`config.mk`:
```
export PLATFORM = sky130hd
export DESIGN_NAME = seq_alu
export DESIGN_NICKNAME = d
export VERILOG_FILES = /design/src/rtl/alu_pkg.sv /design/src/rtl/seq_mult.sv /design/src/rtl/seq_alu.sv
export SDC_FILE = /design/constraint.sdc
export NUM_CORES = 1
export LEC_CHECK = 0
export CORE_ASPECT_RATIO = 0.8
export CORE_MARGIN = 10
export CORE_UTILIZATION = 30
export CTS_CLUSTER_SIZE = 10
export DETAILED_ROUTE_END_ITERATION = 6
export DONT_BUFFER_PORTS = 1
export HOLD_SLACK_MARGIN = 0.12
export PLACE_DENSITY_LB_ADDON = 0.12
export SYNTH_ARGS = -nofsm -noshare
export SYNTH_HDL_FRONTEND = slang
export SYNTH_SLANG_ARGS = --single-unit
```
`constraint.sdc`:
```
create_clock -name clk -period 3.8 [get_ports clk]
set_input_delay 0.95 -clock clk [delete_from_list [all_inputs] [get_ports clk]]
set_output_delay 0.95 -clock clk [all_outputs]
set_load 0.02 [all_outputs]
```
`src/rtl/alu_pkg.sv`:
```
// Shared definitions for the sequential ALU: opcodes, FSM states, flag layout.
package alu_pkg;

    typedef enum logic [2:0] {
        RA       = 3'd0,
        RB       = 3'd1,
        RADD     = 3'd2,
        RSUB     = 3'd3,
        BEQ      = 3'd4,
        BNE      = 3'd5,
        MULL_FLT = 3'd6,
        MULL_INT = 3'd7
    } func_e;

    typedef enum logic [1:0] {
        S_IDLE = 2'd0,
        S_MUL  = 2'd1,
        S_FIX  = 2'd2
    } state_e;

    // Bit positions inside the {V,N,Z,C} flags word
    localparam int FLAG_V = 3;
    localparam int FLAG_N = 2;
    localparam int FLAG_Z = 1;
    localparam int FLAG_C = 0;

    function automatic logic is_mul(input logic [2:0] f);
        return (f == MULL_FLT) || (f == MULL_INT);
    endfunction

    function automatic logic [3:0] pack_flags(input logic v, input logic n,
                                              input logic z, input logic c);
        logic [3:0] f;
        f         = '0;
        f[FLAG_V] = v;
        f[FLAG_N] = n;
        f[FLAG_Z] = z;
        f[FLAG_C] = c;
        return f;
    endfunction

endpackage

```
`src/rtl/seq_mult.sv`:
```
// Iterative unsigned shift-add multiplier: one partial product per clock.
// After load, exactly N iterations are performed; last is high during the
// N-th one. Once the multiplier register is exhausted the product holds.
module seq_mult #(
    parameter int N = 8
) (
    input  logic           clk,
    input  logic           nReset,
    input  logic           load,
    input  logic [N-1:0]   mag_a,
    input  logic [N-1:0]   mag_b,
    output logic [2*N-1:0] product,
    output logic           last
);

    localparam int CW = $clog2(N + 1);

    logic [2*N-1:0] mcand_q;
    logic [2*N-1:0] prod_q;
    logic [N-1:0]   mplier_q;
    logic [CW-1:0]  count_q;

    // Load operands, then add the shifted multiplicand for each set multiplier bit
    always_ff @(posedge clk) begin
        if (!nReset) begin
            mcand_q  <= '0;
            prod_q   <= '0;
            mplier_q <= '0;
            count_q  <= '0;
        end else if (load) begin
            mcand_q  <= {{N{1'b0}}, mag_a};
            prod_q   <= '0;
            mplier_q <= mag_b;
            count_q  <= '0;
        end else begin
            if (mplier_q[0]) begin
                prod_q <= prod_q + mcand_q;
            end
            mcand_q  <= mcand_q << 1;
            mplier_q <= mplier_q >> 1;
            if (count_q != CW'(N)) begin
                count_q <= count_q + CW'(1);
            end
        end
    end

    assign product = prod_q;
    assign last    = (count_q == CW'(N - 1));

endmodule

```
`src/rtl/seq_alu.sv`:
```
// Sequential ALU: single-cycle arithmetic/compare ops and an iterative
// signed multiply (integer low half or Q1.(N-1) fractional with saturation).
module seq_alu
    import alu_pkg::*;
#(
    parameter int N = 8
) (
    input  logic         clk,
    input  logic         nReset,
    input  logic         start,
    input  logic [2:0]   func,
    input  logic [N-1:0] a,
    input  logic [N-1:0] b,
    output logic         busy,
    output logic         done,
    output logic [N-1:0] result,
    output logic [3:0]   flags
);

    state_e         state_q, state_d;
    logic [N-1:0]   result_q, result_d;
    logic [3:0]     flags_q, flags_d;
    logic           done_q, done_d;
    logic           sign_q, sign_d;
    logic           flt_q, flt_d;

    logic           load;
    logic [N-1:0]   mag_a, mag_b;
    logic [2*N-1:0] product;
    logic           last;

    logic [N:0]     sum_w, diff_w;
    logic [N-1:0]   op_res;
    logic           op_v, op_c;

    logic [2*N-1:0] prod_s;
    logic [N-1:0]   frac;
    logic           neg_ovf;
    logic [N-1:0]   mul_res;
    logic           mul_v;

    // Two's-complement magnitudes; the most negative value maps to 2^(N-1)
    assign mag_a = a[N-1] ? -a : a;
    assign mag_b = b[N-1] ? -b : b;

    seq_mult #(.N(N)) u_mult (
        .clk     (clk),
        .nReset  (nReset),
        .load    (load),
        .mag_a   (mag_a),
        .mag_b   (mag_b),
        .product (product),
        .last    (last)
    );

    assign sum_w  = {1'b0, a} + {1'b0, b};
    assign diff_w = {1'b0, a} - {1'b0, b};

    // Single-cycle operation result and V/C flags
    always_comb begin
        op_res = a;
        op_v   = 1'b0;
        op_c   = 1'b0;
        case (func_e'(func))
            RA:   op_res = a;
            RB:   op_res = b;
            RADD: begin
                op_res = sum_w[N-1:0];
                op_c   = sum_w[N];
                op_v   = (a[N-1] == b[N-1]) && (sum_w[N-1] != a[N-1]);
            end
            RSUB: begin
                op_res = diff_w[N-1:0];
                op_c   = diff_w[N];
                op_v   = (a[N-1] != b[N-1]) && (diff_w[N-1] != a[N-1]);
            end
            BEQ:  op_res = (a == b) ? '0 : a;
            BNE:  op_res = (a != b) ? N'(1) : a;
            default: op_res = a;
        endcase
    end

    assign prod_s  = sign_q ? -product : product;
    assign frac    = product[2*N-2:N-1];
    // A negative product overflows only when its magnitude exceeds 2^(N-1)
    assign neg_ovf = (|product[2*N-1:N]) || (product[N-1] && (|product[N-2:0]));

    // Sign correction and formatting of the finished magnitude product
    always_comb begin
        mul_res = '0;
        mul_v   = 1'b0;
        if (flt_q) begin
            if (sign_q) begin
                mul_res = -frac;
            end else if (frac[N-1]) begin
                mul_res = {1'b0, {(N-1){1'b1}}};
                mul_v   = 1'b1;
            end else begin
                mul_res = frac;
            end
        end else begin
            mul_res = prod_s[N-1:0];
            mul_v   = sign_q ? neg_ovf : (|product[2*N-1:N-1]);
        end
    end

    // Next-state and output register updates
    always_comb begin
        state_d  = state_q;
        result_d = result_q;
        flags_d  = flags_q;
        done_d   = 1'b0;
        sign_d   = sign_q;
        flt_d    = flt_q;
        load     = 1'b0;
        case (state_q)
            S_IDLE: begin
                if (start) begin
                    if (is_mul(func)) begin
                        load    = 1'b1;
                        sign_d  = a[N-1] ^ b[N-1];
                        flt_d   = (func == MULL_FLT);
                        state_d = S_MUL;
                    end else begin
                        result_d = op_res;
                        flags_d  = pack_flags(op_v, op_res[N-1], op_res == '0, op_c);
                        done_d   = 1'b1;
                    end
                end
            end
            S_MUL: begin
                if (last) begin
                    state_d = S_FIX;
                end
            end
            S_FIX: begin
                result_d = mul_res;
                flags_d  = pack_flags(mul_v, mul_res[N-1], mul_res == '0, 1'b0);
                done_d   = 1'b1;
                state_d  = S_IDLE;
            end
            default: state_d = S_IDLE;
        endcase
    end

    // State and output registers with synchronous active-low reset
    always_ff @(posedge clk) begin
        if (!nReset) begin
            state_q  <= S_IDLE;
            result_q <= '0;
            flags_q  <= '0;
            done_q   <= 1'b0;
            sign_q   <= 1'b0;
            flt_q    <= 1'b0;
        end else begin
            state_q  <= state_d;
            result_q <= result_d;
            flags_q  <= flags_d;
            done_q   <= done_d;
            sign_q   <= sign_d;
            flt_q    <= flt_d;
        end
    end

    assign busy   = (state_q != S_IDLE);
    assign done   = done_q;
    assign result = result_q;
    assign flags  = flags_q;

endmodule

```
==> Word level (Yosys, flattened, before mapping) <==
Index checks and enable logic that the tools add are counted.
{ "totals": {"register_bits": 61, "latch_bits": 0, "rom_bits": 0, "out_inout_bits": 14, "inputBits": 22, "mem_bits_rw": 0, "wordCells": 96, "mem_count": 0} }
{ "op_classes": {"shifts": 0, "n_bitwise": 2, "n_addsub": 8, "div": 0, "multipliers": 0, "reduce_logical": 19, "eq_ne": 21, "n_lt_le_gt_ge": 0, "n_mux": 33} }
{ "op_table": {"columns": ["operator", "count"], "rows": [
  ["$mux 8", 9],
  ["$pmux 8 s5", 1],
  ["$neg 8->8", 4],
  ["$mux 7", 3],
  ["$add 16x16->16", 1],
  ["$logic_not 8->1", 2],
  ["$pmux 8 s2", 1],
  ["$eq 3x3->1 const B", 4],
  ["$reduce_and 3->1", 4],
  ["$add 8x8->9", 1],
  ["$mux 1", 9],
  ["$reduce_or 9->1", 1],
  ["$sub 8x8->9", 1],
  ["$eq 8x8->1", 1],
  ["$mux 4", 2],
  ["$ne 2x2->1 const B", 4],
  ["$ne 8x8->1", 1],
  ["$pmux 4 s2", 1],
  ["$reduce_or 8->1", 1],
  ["$reduce_or 7->1", 1],
  ["$eq 3x2->1 const B", 2],
  ["$mux 2", 3],
  ["$pmux 1 s2", 3],
  ["$add 4x1->4 const B", 1],
  ["other kinds (16)", 22]
]} }

==> Logic depth before layout (Yosys ltp) <==
{ "logic_depth": {"word_depth": 7, "depth_mapped": 12, "mapped_depth_nobuf": 12} }

==> Hierarchy <==
A second synthesis with hierarchy kept.
{ "hier_totals": {"cells_unflattened": 594, "hier_area_um2": 4908.5} }
{ "by_module_without_submodules": {"columns": ["module", "seq_area_each_um2", "cells_each", "area_each_um2", "instances"], "rows": [
  ["seq_alu", 320.3, 355, 2643.8, 1],
  ["seq_mult", 880.8, 239, 2264.7, 1]
]} }

==> Worst setup path before layout <==
No wires, ideal clock.
{ "synth_timing": {"kind": "input-to-reg", "startpoint": "input port b[7]", "endpoint": "register flags_q[1], in the netlist flags[1]", "path_slack_ns": 0.519, "setup_time_ns": 0.088, "t_required_ns": 3.712, "n_path_buf": 2, "cell_stages": 11, "arrival_time_ns": 3.193, "cell_sequence": "clkbuf_1 inv_1 ha_1 buf_2 nand4_2 or3_1 a41o_4 a221o_1 nor2_1 nand4b_1 o32ai_2"} }
{ "synth_between": {"elab_chain_len": 7, "elab_cells_between_ends": 11, "classes_between": "2 x add/sub; 2 x eq/ne; 6 x mux; 1 x reduce/logical"} }
{ "synth_rtl": {"columns": ["element", "line_no", "source"], "rows": [
  ["start, declared", "seq_alu.sv:13", "input logic [N-1:0] b,"],
  ["branches (longest 2 deep; another with $sub 8x8->9)", null, null],
  ["$pmux 8 s5 (*)", "seq_alu.sv:64", "case (func_e'(func))"],
  ["$logic_not 8->1 (*)", "seq_alu.sv:126", "flags_d = pack_flags(op_v, op_res[N-1], op_res == '0, op_c);"],
  ["$mux 4 (*)", "seq_alu.sv:119", "if (is_mul(func)) begin"],
  ["$mux 4 (*)", "seq_alu.sv:118", "if (start) begin"],
  ["$pmux 4 s2 (*)", "seq_alu.sv:116", "case (state_q)"],
  ["end signal, assigned", "seq_alu.sv:158", "flags_q <= flags_d;"],
  ["end, declared", "seq_alu.sv:22", "logic [3:0] flags_q, flags_d;"]
]} }
Every way passes the cells marked *. The select of a mux whose other input is x is not followed.
A chain may end at the register's enable or synchronous reset.

==> Worst setup path after layout <==
{ "layout_timing": {"startpoint": "input port b[3]", "endpoint": "register result_q[5], in the netlist result[5]"} }
{ "layout_between": {"elab_chain_len": 6, "elab_cells_between_ends": 10, "classes_between": "2 x add/sub; 2 x eq/ne; 6 x mux"} }
{ "layout_rtl": {"columns": ["element", "line_no", "source"], "rows": [
  ["branches (longest 2 deep; another with $sub 8x8->9)", null, null],
  ["$pmux 8 s5 (*)", "seq_alu.sv:64", null],
  ["$mux 8 (*)", "seq_alu.sv:119", null],
  ["$mux 8 (*)", "seq_alu.sv:118", null],
  ["$pmux 8 s2 (*)", "seq_alu.sv:116", null],
  ["end signal, assigned", "seq_alu.sv:157", "result_q <= result_d;"],
  ["end, declared", "seq_alu.sv:21", "logic [N-1:0] result_q, result_d;"]
]} }
Marks and branches as above.

==> reports/results.tsv <==
metric	value	unit
Iter 0 DRT Violations	297	
Final nets	659	
WP data required	4.00	ns
Primary FF master, synth	dfxtp_1	
Final setup viols	0	
Worst VDD drop	225	uV
highest cell delay on the worst timing path	0.47	ns
Post-synth ARST share	0	%
# IOs	36	
first-pass GRT wire length	24.2	mm
Total GRT Usage	14.2	%
ant diodes	0	
fraction of layout cells with a size suffix above 1	7.18	%
worst hold endpoint	u_mult.mplier_q[6]	
CTS resizes	0	
worst-path fanout max	10	
synth-to-layout area growth	10.4	%
Synth cell types	71	
number of global-route vias before repair	4145	
largest net degree at the start of global routing	27	
min Tclk post-route	2.99	ns
FILL cells	1678	
number of flops mapped to enable cells by yosys	0	
global route overflow	0	
final hold vios	0	
P per Cell Area	348	nW/um^2
Post-Syn Area	4720	um^2
Register Area	1200	um^2
number of antenna violations at the first check in global routing	0	
CTS tree	built	
Worst Skew	0.00604	ns
die area	21200	um^2
clock-pin slew on the worst setup and hold paths	0.06	ns
Starting Density	31.0	%
Leak	2.05	nW
crit path DAT	3.19	ns
Fin Hold WS	0.441	ns
register area share after synthesis	25.5	%
Crit Path Category	input port to flop	
worst-case reg-to-reg path depth	11	
R2R Setup Slk	1.17	ns
Setup TNS	0	ns
vias per inst	5.34	
worst path cell trace	inv_1, ha_1, nor2b_1, o21bai_1, a31oi_1, nor4_1, nand2_1, a221o_1, a221oi_1, nor2_1	
I/O Buffers	0	
pins over their slew limit	0	
# rows	40	
unrepaired setup endpoints after global routing	false	
Max clock buf depth	2	
Synth Instances	604	
max cap viols	0	
post-detail-place hpwl	11.7	mm
endpoint class of the critical path	flop	
Seq cells post-synth	60	
RR Endpoint	u_mult.product[14]	
R2R Path Start	u_mult.product[0]	
Max Fclk	334	MHz
Detailed Routing Iterations Pass 1	5	
core area	15200	um^2
CTS buffer count	9	
routability cong.	0.900	
Root Driver	clkbuf_16	
CP Launch Type	input port	
worst hold path class	flop to flop	
clk_lat worst skew	0.34	ns
Least-Margin Pin Slew	0.816	ns
min-delay src	u_mult.mplier_q[7]	
Buf/Inv on CP	1	
Remaining DRCs	0	
routed vias	4319	
Worst path top cell family by delay	compound AO/OA/AOI/OAI gates	
mean area per synthesized cell	7.81	um^2
footprint of the multi-input gates	3240	um^2
Routed WL per cell	18.5	um
DRT antenna net count	0	
Slew Limit Headroom	45.6	%
die width	160	um
synthesized net count	669	
Hold Crit Depth	2	
sink count of the clock tree	60	
outcome	complete, no violations	
slowest CP cell	ha_1	
crit share post-route	78.8	%
die height	132	um
YS warnings	0	
hold_buf cts	0	
H-Tree Depth	3	
Setup Buffers After CTS	0	
final wirelength	15.0	mm
-- power breakdown --
part	switching, mW	internal, mW	leakage (nW)
logic	0.186	0.122	1.43
registers	0.0298	0.649	0.487
clock network	0.316	0.509	0.138
-- cell usage after synthesis (all sizes together), types with 5 or more instances --
| cell type | count | area (um^2) |
|---|---|---|
| a21o | 6 | 46.3 |
| o21a | 6 | 45.0 |
| nand4 | 6 | 43.8 |
| and3 | 12 | 75.1 |
| o21ai | 26 | 130 |
| inv | 35 | 131 |
| buf | 12 | 71.3 |
| nand3 | 12 | 60.1 |
| nor2 | 70 | 263 |
| nand3b | 5 | 37.5 |
| ha | 40 | 500 |
| a211oi | 18 | 135 |
| nor3 | 13 | 65.1 |
| dfxtp | 60 | 1200 |
| clkbuf | 18 | 67.6 |
| xnor2 | 19 | 166 |
| nand2b | 7 | 43.8 |
| nor2b | 12 | 75.1 |
| a21oi | 45 | 225 |
| nand2 | 52 | 195 |
| or3 | 9 | 56.3 |
| nand4b | 5 | 43.8 |
| a31oi | 11 | 68.8 |
| xor2 | 15 | 131 |
| mux2i | 9 | 90.1 |
-- layer usage --
metal,up-vias,track usage [%],part of all wire (%)
met2,81,18.7,39
met4,0,4.18,1.1
met5,-,0,0
li1,2169,-,-
met3,15,3.87,5.5
met1,2054,21.4,54
-- cell type report --
class / instances / share of cell area [%]
repair buffers: 9 / 1.30
clock buffers: 9 / 4.32
flip-flops and latches: 60 / 23.1
well taps: 210 / 5.04
multi-input cells: 478 / 62.2
inverters: 36 / 2.59
clock inverters: 7 / 1.44
-- flip-flops by register name, summed over array words and instances, names as in the netlist --
| signal | cells |
|---|---|
| result | 7 |
| state_q | 2 |
| done | 1 |
| flt_q | 1 |
| u_mult.product | 16 |
| u_mult.mcand_q | 16 |
| u_mult.mplier_q | 8 |
| u_mult.count_q | 4 |
| sign_q | 1 |
| flags | 4 |
-- stage by stage --
step / total power [mW] / instances / setup WS [ns] / instance area, um^2 / util, %
after floorplan: 0.923 / 604 / 0.519 / 4720 / -
after global placement: 0.997 / 793 / 0.458 / 4910 / 32.3
after detailed placement: 0.996 / 793 / 0.473 / 4910 / 32.3
after CTS: 1.84 / 809 / 0.825 / 5210 / 34.2
after global routing: 1.91 / 809 / 0.531 / 5210 / 34.2
final: 1.81 / 809 / 0.806 / 5210 / 34.2
-- how the worst max path moves through the flow --
stage	startpoint	to	slack, ns	cells past startpoint
2_1_floorplan	b[7]	flags[1]	0.52	11
3_3_place_gp	b[5]	flags[1]	0.46	11
3_5_place_dp	b[3]	result[5]	0.47	10
4_1_cts	b[3]	result[5]	0.83	10
5_1_grt	b[3]	result[5]	0.53	10
6_report	b[3]	result[5]	0.81	10
-- kinds of logic after synthesis --
logic type / after synthesis / synth area share (%)
xor+xnor: 34 / 6.31
fa+ha+maj: 43 / 11.9
simple gates: 224 / 23.8
buf+inv: 66 / 5.81
mux: 14 / 3.34
flops: 60 / 25.5
compound gates: 163 / 23.4
-- cell usage in the layout (no fill, tap or decap), drive strengths merged, types with 5 or more instances in the layout --
| cell | n |
|---|---|
| a21oi | 45 |
| nor2 | 70 |
| a211oi | 18 |
| nor2b | 12 |
| nand4b | 5 |
| clkbuf | 9 |
| xor2 | 15 |
| nand2b | 7 |
| nand3 | 12 |
| xnor2 | 19 |
| mux2i | 9 |
| ha | 40 |
| or3 | 9 |
| a21o | 6 |
| o21ai | 26 |
| and3 | 12 |
| inv | 36 |
| nand3b | 5 |
| nand4 | 6 |
| nor3 | 13 |
| buf | 9 |
| o21a | 6 |
| nand2 | 52 |
| a31oi | 11 |
| dfxtp | 60 |
-- worst register-to-register path, cell delays in order, from the launching register on --
cell and delay (ns):
dfxtp_1 0.37, ha_1 0.21, inv_1 0.06, fa_1 0.40
nor2b_1 0.19, o21bai_1 0.11, a21oi_1 0.21, o2111ai_1 0.24
a31oi_1 0.32, o32ai_1 0.14, xor2_1 0.16, a21oi_1 0.15
Note: power is estimated with default switching activity, not from simulation.
